$ cat src/rtl/hilo_ctrl_if.sv
// Handshake bus between hilo_ctrl and the multi-cycle multiplier/divider.
// master = sequencing stage (drives starts and operands), slave = arithmetic units.
interface hilo_ctrl_if;
    logic        mult_start;
    logic        div_start;
    logic [31:0] op_a;
    logic [31:0] op_b;
    logic        mult_busy;
    logic [31:0] mult_hi;
    logic [31:0] mult_lo;
    logic        div_busy;
    logic [31:0] div_rem;
    logic [31:0] div_quot;

    modport master (
        output mult_start, div_start, op_a, op_b,
        input  mult_busy, mult_hi, mult_lo, div_busy, div_rem, div_quot
    );

    modport slave (
        input  mult_start, div_start, op_a, op_b,
        output mult_busy, mult_hi, mult_lo, div_busy, div_rem, div_quot
    );
endinterface

$ cat src/rtl/hilo_ctrl.sv
// HI/LO sequencing stage: launches MULT/DIV on the external units, waits for
// completion (with a timeout), captures the result and stalls the pipeline meanwhile.
module hilo_ctrl #(
    parameter int unsigned TIMEOUT = 40,
    parameter int unsigned CW      = 6
) (
    input  logic               i_clock,
    input  logic               i_reset_n,
    input  logic               i_op_valid,
    input  logic [1:0]         i_op_sel,
    input  logic [31:0]        i_rs_val,
    input  logic [31:0]        i_rt_val,
    input  logic               i_hi_we,
    input  logic               i_lo_we,
    input  logic [31:0]        i_wdata,
    hilo_ctrl_if.master        unit_if,
    output logic [31:0]        o_hi,
    output logic [31:0]        o_lo,
    output logic               o_stall,
    output logic               o_done,
    output logic               o_div_zero,
    output logic               o_timeout
);

    typedef enum logic [1:0] {StIdle, StLaunch, StWait, StCapture} state_e;

    state_e          r_state;
    state_e          w_state_next;
    logic            r_unit_div;
    logic [CW-1:0]   r_cnt;
    logic [31:0]     r_op_a;
    logic [31:0]     r_op_b;
    logic [31:0]     r_hi;
    logic [31:0]     r_lo;
    logic            r_div_zero;
    logic            r_timeout;

    logic            w_is_idle;
    logic            w_accept;
    logic            w_div_zero_req;
    logic            w_unit_busy;
    logic            w_first_wait;
    logic            w_expired;
    logic            w_set_timeout;
    logic            w_stall;
    logic            w_done;
    logic            w_mult_start;
    logic            w_div_start;

    assign w_is_idle      = (r_state == StIdle);
    assign w_accept       = w_is_idle && i_op_valid &&
                            ((i_op_sel == 2'b00) || ((i_op_sel == 2'b01) && (i_rt_val != '0)));
    assign w_div_zero_req = w_is_idle && i_op_valid && (i_op_sel == 2'b01) && (i_rt_val == '0);
    assign w_unit_busy    = r_unit_div ? unit_if.div_busy : unit_if.mult_busy;
    // Busy lags start by one cycle, so the first WAIT cycle (counter still 0) is blind.
    assign w_first_wait   = (r_cnt == '0);
    assign w_expired      = (r_cnt == CW'(TIMEOUT - 1));

    // Next-state logic and state-decoded outputs.
    always_comb begin
        w_state_next  = r_state;
        w_set_timeout = 1'b0;
        w_stall       = 1'b0;
        w_done        = 1'b0;
        w_mult_start  = 1'b0;
        w_div_start   = 1'b0;
        unique case (r_state)
            StIdle: begin
                if (w_accept) begin
                    w_stall      = 1'b1;
                    w_state_next = StLaunch;
                end
            end
            StLaunch: begin
                w_stall      = 1'b1;
                w_mult_start = !r_unit_div;
                w_div_start  = r_unit_div;
                w_state_next = StWait;
            end
            StWait: begin
                w_stall = 1'b1;
                if (!w_first_wait) begin
                    if (!w_unit_busy) begin
                        w_state_next = StCapture;
                    end else if (w_expired) begin
                        w_state_next  = StCapture;
                        w_set_timeout = 1'b1;
                    end
                end
            end
            StCapture: begin
                w_stall      = 1'b1;
                w_done       = 1'b1;
                w_state_next = StIdle;
            end
            default: w_state_next = StIdle;
        endcase
    end

    // State register.
    always_ff @(posedge i_clock) begin
        if (!i_reset_n) begin
            r_state <= StIdle;
        end else begin
            r_state <= w_state_next;
        end
    end

    // WAIT cycle counter, cleared during LAUNCH.
    always_ff @(posedge i_clock) begin
        if (!i_reset_n) begin
            r_cnt <= '0;
        end else if (r_state == StLaunch) begin
            r_cnt <= '0;
        end else if (r_state == StWait) begin
            r_cnt <= r_cnt + 1'b1;
        end
    end

    // Operand and unit-select latch, updated only when an op is accepted.
    always_ff @(posedge i_clock) begin
        if (!i_reset_n) begin
            r_op_a     <= '0;
            r_op_b     <= '0;
            r_unit_div <= 1'b0;
        end else if (w_accept) begin
            r_op_a     <= i_rs_val;
            r_op_b     <= i_rt_val;
            r_unit_div <= i_op_sel[0];
        end
    end

    // HI/LO: MTHI/MTLO in IDLE, unit result at the end of CAPTURE.
    always_ff @(posedge i_clock) begin
        if (!i_reset_n) begin
            r_hi <= '0;
            r_lo <= '0;
        end else if (w_is_idle) begin
            if (i_hi_we) r_hi <= i_wdata;
            if (i_lo_we) r_lo <= i_wdata;
        end else if (r_state == StCapture) begin
            r_hi <= r_unit_div ? unit_if.div_rem  : unit_if.mult_hi;
            r_lo <= r_unit_div ? unit_if.div_quot : unit_if.mult_lo;
        end
    end

    // Status flags: divide-by-zero pulse and sticky timeout.
    always_ff @(posedge i_clock) begin
        if (!i_reset_n) begin
            r_div_zero <= 1'b0;
            r_timeout  <= 1'b0;
        end else begin
            r_div_zero <= w_div_zero_req;
            if (w_accept) begin
                r_timeout <= 1'b0;
            end else if (w_set_timeout) begin
                r_timeout <= 1'b1;
            end
        end
    end

    assign unit_if.mult_start = w_mult_start;
    assign unit_if.div_start  = w_div_start;
    assign unit_if.op_a       = r_op_a;
    assign unit_if.op_b       = r_op_b;
    assign o_hi               = r_hi;
    assign o_lo               = r_lo;
    assign o_stall            = w_stall;
    assign o_done             = w_done;
    assign o_div_zero         = r_div_zero;
    assign o_timeout          = r_timeout;

endmodule

$ cat src/flat_wrapper.sv
// flat-port wrapper written by rule: the top's interface ports become plain ports
module hilo_ctrl_flat 
#(
    parameter int unsigned TIMEOUT = 40,
    parameter int unsigned CW      = 6
)
  (i_clock, i_reset_n, i_op_valid, i_op_sel, i_rs_val, i_rt_val, i_hi_we, i_lo_we, i_wdata, o_hi, o_lo, o_stall, o_done, o_div_zero, o_timeout, unit_if_mult_start, unit_if_div_start, unit_if_op_a, unit_if_op_b, unit_if_mult_busy, unit_if_mult_hi, unit_if_mult_lo, unit_if_div_busy, unit_if_div_rem, unit_if_div_quot);
  hilo_ctrl_if unit_if_i ();
  input  logic i_clock;
  input  logic i_reset_n;
  input  logic i_op_valid;
  input  logic [1:0] i_op_sel;
  input  logic [31:0] i_rs_val;
  input  logic [31:0] i_rt_val;
  input  logic i_hi_we;
  input  logic i_lo_we;
  input  logic [31:0] i_wdata;
  output logic [31:0] o_hi;
  output logic [31:0] o_lo;
  output logic o_stall;
  output logic o_done;
  output logic o_div_zero;
  output logic o_timeout;
  output wire logic [$bits(unit_if_i.mult_start)-1:0] unit_if_mult_start;
  output wire logic [$bits(unit_if_i.div_start)-1:0] unit_if_div_start;
  output wire logic [$bits(unit_if_i.op_a)-1:0] unit_if_op_a;
  output wire logic [$bits(unit_if_i.op_b)-1:0] unit_if_op_b;
  input wire logic [$bits(unit_if_i.mult_busy)-1:0] unit_if_mult_busy;
  input wire logic [$bits(unit_if_i.mult_hi)-1:0] unit_if_mult_hi;
  input wire logic [$bits(unit_if_i.mult_lo)-1:0] unit_if_mult_lo;
  input wire logic [$bits(unit_if_i.div_busy)-1:0] unit_if_div_busy;
  input wire logic [$bits(unit_if_i.div_rem)-1:0] unit_if_div_rem;
  input wire logic [$bits(unit_if_i.div_quot)-1:0] unit_if_div_quot;
  assign unit_if_mult_start = unit_if_i.mult_start;
  assign unit_if_div_start = unit_if_i.div_start;
  assign unit_if_op_a = unit_if_i.op_a;
  assign unit_if_op_b = unit_if_i.op_b;
  assign unit_if_i.mult_busy = unit_if_mult_busy;
  assign unit_if_i.mult_hi = unit_if_mult_hi;
  assign unit_if_i.mult_lo = unit_if_mult_lo;
  assign unit_if_i.div_busy = unit_if_div_busy;
  assign unit_if_i.div_rem = unit_if_div_rem;
  assign unit_if_i.div_quot = unit_if_div_quot;
  hilo_ctrl #(.TIMEOUT(TIMEOUT), .CW(CW)) u_core (.i_clock(i_clock), .i_reset_n(i_reset_n), .i_op_valid(i_op_valid), .i_op_sel(i_op_sel), .i_rs_val(i_rs_val), .i_rt_val(i_rt_val), .i_hi_we(i_hi_we), .i_lo_we(i_lo_we), .i_wdata(i_wdata), .unit_if(unit_if_i), .o_hi(o_hi), .o_lo(o_lo), .o_stall(o_stall), .o_done(o_done), .o_div_zero(o_div_zero), .o_timeout(o_timeout));
endmodule
$ cat config.mk
export PLATFORM = sky130hd
export DESIGN_NAME = hilo_ctrl_flat
export DESIGN_NICKNAME = d
export VERILOG_FILES = /design/src/rtl/hilo_ctrl_if.sv /design/src/rtl/hilo_ctrl.sv /design/src/flat_wrapper.sv
export SDC_FILE = /design/constraint.sdc
export NUM_CORES = 1
export LEC_CHECK = 0
export CORE_AREA = 2 2 141 143
export DETAILED_ROUTE_END_ITERATION = 8
export DIE_AREA = 0 0 143 145
export PLACE_DENSITY = 0.73
export SETUP_SLACK_MARGIN = 0.02
export SLEW_MARGIN = 20
export SYNTH_ARGS = -nofsm -noshare
export SYNTH_HDL_FRONTEND = slang
export SYNTH_SLANG_ARGS = --single-unit
$ cat constraint.sdc
create_clock -name i_clock -period 3.15 [get_ports i_clock]
set_input_delay 0.945 -clock i_clock [delete_from_list [all_inputs] [get_ports i_clock]]
set_output_delay 0.945 -clock i_clock [all_outputs]
set_load 0.05 [all_outputs]
==> run summary <==
Die width = 143 µm
Failing checks = setup timing
Crit path top cell by count = buf_6
Worst-path maximum fanout = 2
Htree depth = 4
Crit-path cells = buf_6 > nor4_2 > buf_4 > nand4_1 > buf_6 > o31ai_4 > nand2_4 > buf_8
Final Max Tran Viols = 0
Top post-synthesis cells by area = dfxtp_1 (42%), mux2_2 (11%), nand2_1 (8.0%), a21boi_0 (7.3%), o211ai_1 (7.3%)
Worst Tran Pin Value = 938 ps
CTS tree = done
Synth Register Bits = 139
Placement Cell Area = 10500 µm²
Post-route insts no fill = 1402
Min cycle time layout = 3160 ps
Worst hold margin = 448 ps
Clock skew = 11.7 ps
HP Class = reg2reg
Final nets = 1359
Hold Fails Final Rpt = 0
Setup Crit Path Kind = in2out
Ys flop type = dfxtp_1
Worst stage delay on the critical path = 300 ps
I/O Pins = 367
GPL Wtd Cong = 0.783
Gr ovfl total = 0
Ys async rst share = 0%
CP Launch Type = input pin
Vias per cell = 4.85
Final WL = 24100 µm
Sink Count = 139
RSZ-0062 raised after global routing = true
Port-buffer cells = 366
Syn-to-layout area delta = 70.9%
Required @ worst endpoint = 2200 ps
Max Clk Rate = 0.316 GHz
Yosys top cell by area = dfxtp_1
Clock Tree Buf Depth = 2
Fin crit share = 100%
Routed wire per std cell = 17.2 µm
Initial Utilization = 34.4%
DR pass1 iterations = 4
Rows = 51
Post-synth top cells = nand2_1 (141), dfxtp_1 (139), nand3_1 (68), mux2_2 (65)
Share of cells above drive strength 1 = 15.3%
Top-area cell type share of the netlist area = 42.2%
Die ar. = 20700 µm²
Mapped Nets = 1001
Post-synthesis sequential area ratio = 42.2%
Inst Count DP = 1354
Iter 0 DRT Violations = 276
DR DRC count = 0
Outcome = complete, but fails checks
Worst vdd ir = 0.000352 V
First-pass GRT wire length = 36000 µm
Die Span Y = 145 µm
Syn Inst Count = 762
MaxCap Viol Count = 0
CP Capture Type = output port
Synth Warn # = 0
Leak pwr = 4.10 nW
Final setup violating endpoints = 1
Antenna violations before repair = 4
Vias in the first global route = 6652
Fin area = 11300 µm²
Slowest cell on crit path = o31ai_4
Detail Route Antenna Nets = 0
Largest net degree at the start of global routing = 79
Fillers = 1697
Most frequent cell after synthesis = nand2_1
Post-DP HPWL = 17500 µm
GRT Total Usage = 22.3%
Num CTS Buffers = 17
Slew Limit Headroom = 37.4%
Core area = 19200 µm²
Avg Cell Area, Syn = 8.66 µm²
Clock root cell = clkbuf_16
Yosys cell types = 34
PD cells = 764 nW/µm²
Number of flops mapped to enable cells by yosys = 0
Worst-path clk slew = 70 ps
Post-CTS Hold Fix Bufs = 0
Final setup margin = -9.94 ps
Synthesized cell area = 6600 µm²
Worst-Skew Late Latency = 420 ps
Critical path arrival = 2210 ps
Via count = 6793
Total power = 8.62 mW
through the flow:
stage / TNS, ps / setup WS [ps] / utilization [%]
finish: -9.94 / -9.94 / 58.7
global route: -105 / -105 / 58.7
CTS: 0 / 15.0 / 58.6
global placement: -21280 / -556 / 54.9
detailed placement: -25010 / -581 / 54.9
floorplan: 0 / 66.3 / -
cells by family after synthesis:
family	after synthesis	synth area share (%)
AND/OR/NAND/NOR	271	18.9
AO/OA/AOI/OAI	201	20.4
flip-flops	139	42.2
XOR/XNOR	4	0.531
multiplexers	67	11.4
buffers and inverters	74	5.40
adder cells (fa/ha/maj)	6	1.14
state kept, by name (all words and copies together), names as in the netlist:
name	flops
u_core.o_div_zero	1
u_core.o_hi	32
u_core.o_lo	32
u_core.o_timeout	1
u_core.r_cnt	6
u_core.r_state	2
u_core.r_unit_div	1
u_core.unit_if.op_a	32
u_core.unit_if.op_b	32
per-layer routing:
layer	track usage, %	up-vias	routed length (µm)
met5	0	-	0
met4	7.97	0	427
met3	8.58	25	2330
met2	36.9	260	11700
li1	-	3402	-
met1	26.1	3106	9640
worst max-delay path: cells and delay by family:
| family | cells | cell delay [ps] |
|---|---|---|
| buffers and inverters | 4 | 550 |
| AND/OR/NAND/NOR | 3 | 420 |
| AO/OA/AOI/OAI | 1 | 300 |
layout by cell type (no fill, tap or decap), types with 34 or more instances in the layout:
| master | instances |
|---|---|
| mux2_2 | 65 |
| o211ai_1 | 64 |
| clkdlybuf4s50_1 | 329 |
| nand2_1 | 139 |
| dfxtp_1 | 138 |
| nand3_1 | 67 |
| a21boi_0 | 64 |
| nand2b_1 | 34 |
| o21ai_1 | 62 |
| buf_4 | 41 |
power by group:
group | switching, mW | internal, mW
combinational | 2.74 | 1.48
sequential | 0.209 | 2.16
clock | 0.876 | 1.14
total | 3.83 | 4.79
worst paths after layout:
path	end	cells after the start	slack (ps)	start
setup / recovery	o_stall	8	-10	i_rt_val[10]
hold / removal	u_core.unit_if.op_b[25]	2	450	u_core.unit_if.op_b[25]
setup reg to reg	u_core.o_lo[15]	8	710	u_core.r_state[0]
hold reg to reg	u_core.unit_if.op_b[25]	2	450	u_core.unit_if.op_b[25]
repair_timing:
item	CTS	global route
cloned	0	0
endpoints found under the setup margin	41	2
setup buffers	11	1
resized for setup	85	7
pin swaps	14	5
layout make-up:
cell class / instances / area, µm² / area share [%]
timing repair buffer: 408 / 3940 / 34.9
antenna: 4 / 10.0 / 0.0888
inverter: 5 / 18.8 / 0.166
sequential: 139 / 2790 / 24.7
clock buffer: 18 / 439 / 3.90
clock inverter: 14 / 154 / 1.36
multi-input combinational: 549 / 3590 / 31.9
tap: 265 / 332 / 2.94
No activity file was read; power rests on OpenSTA's default activity.
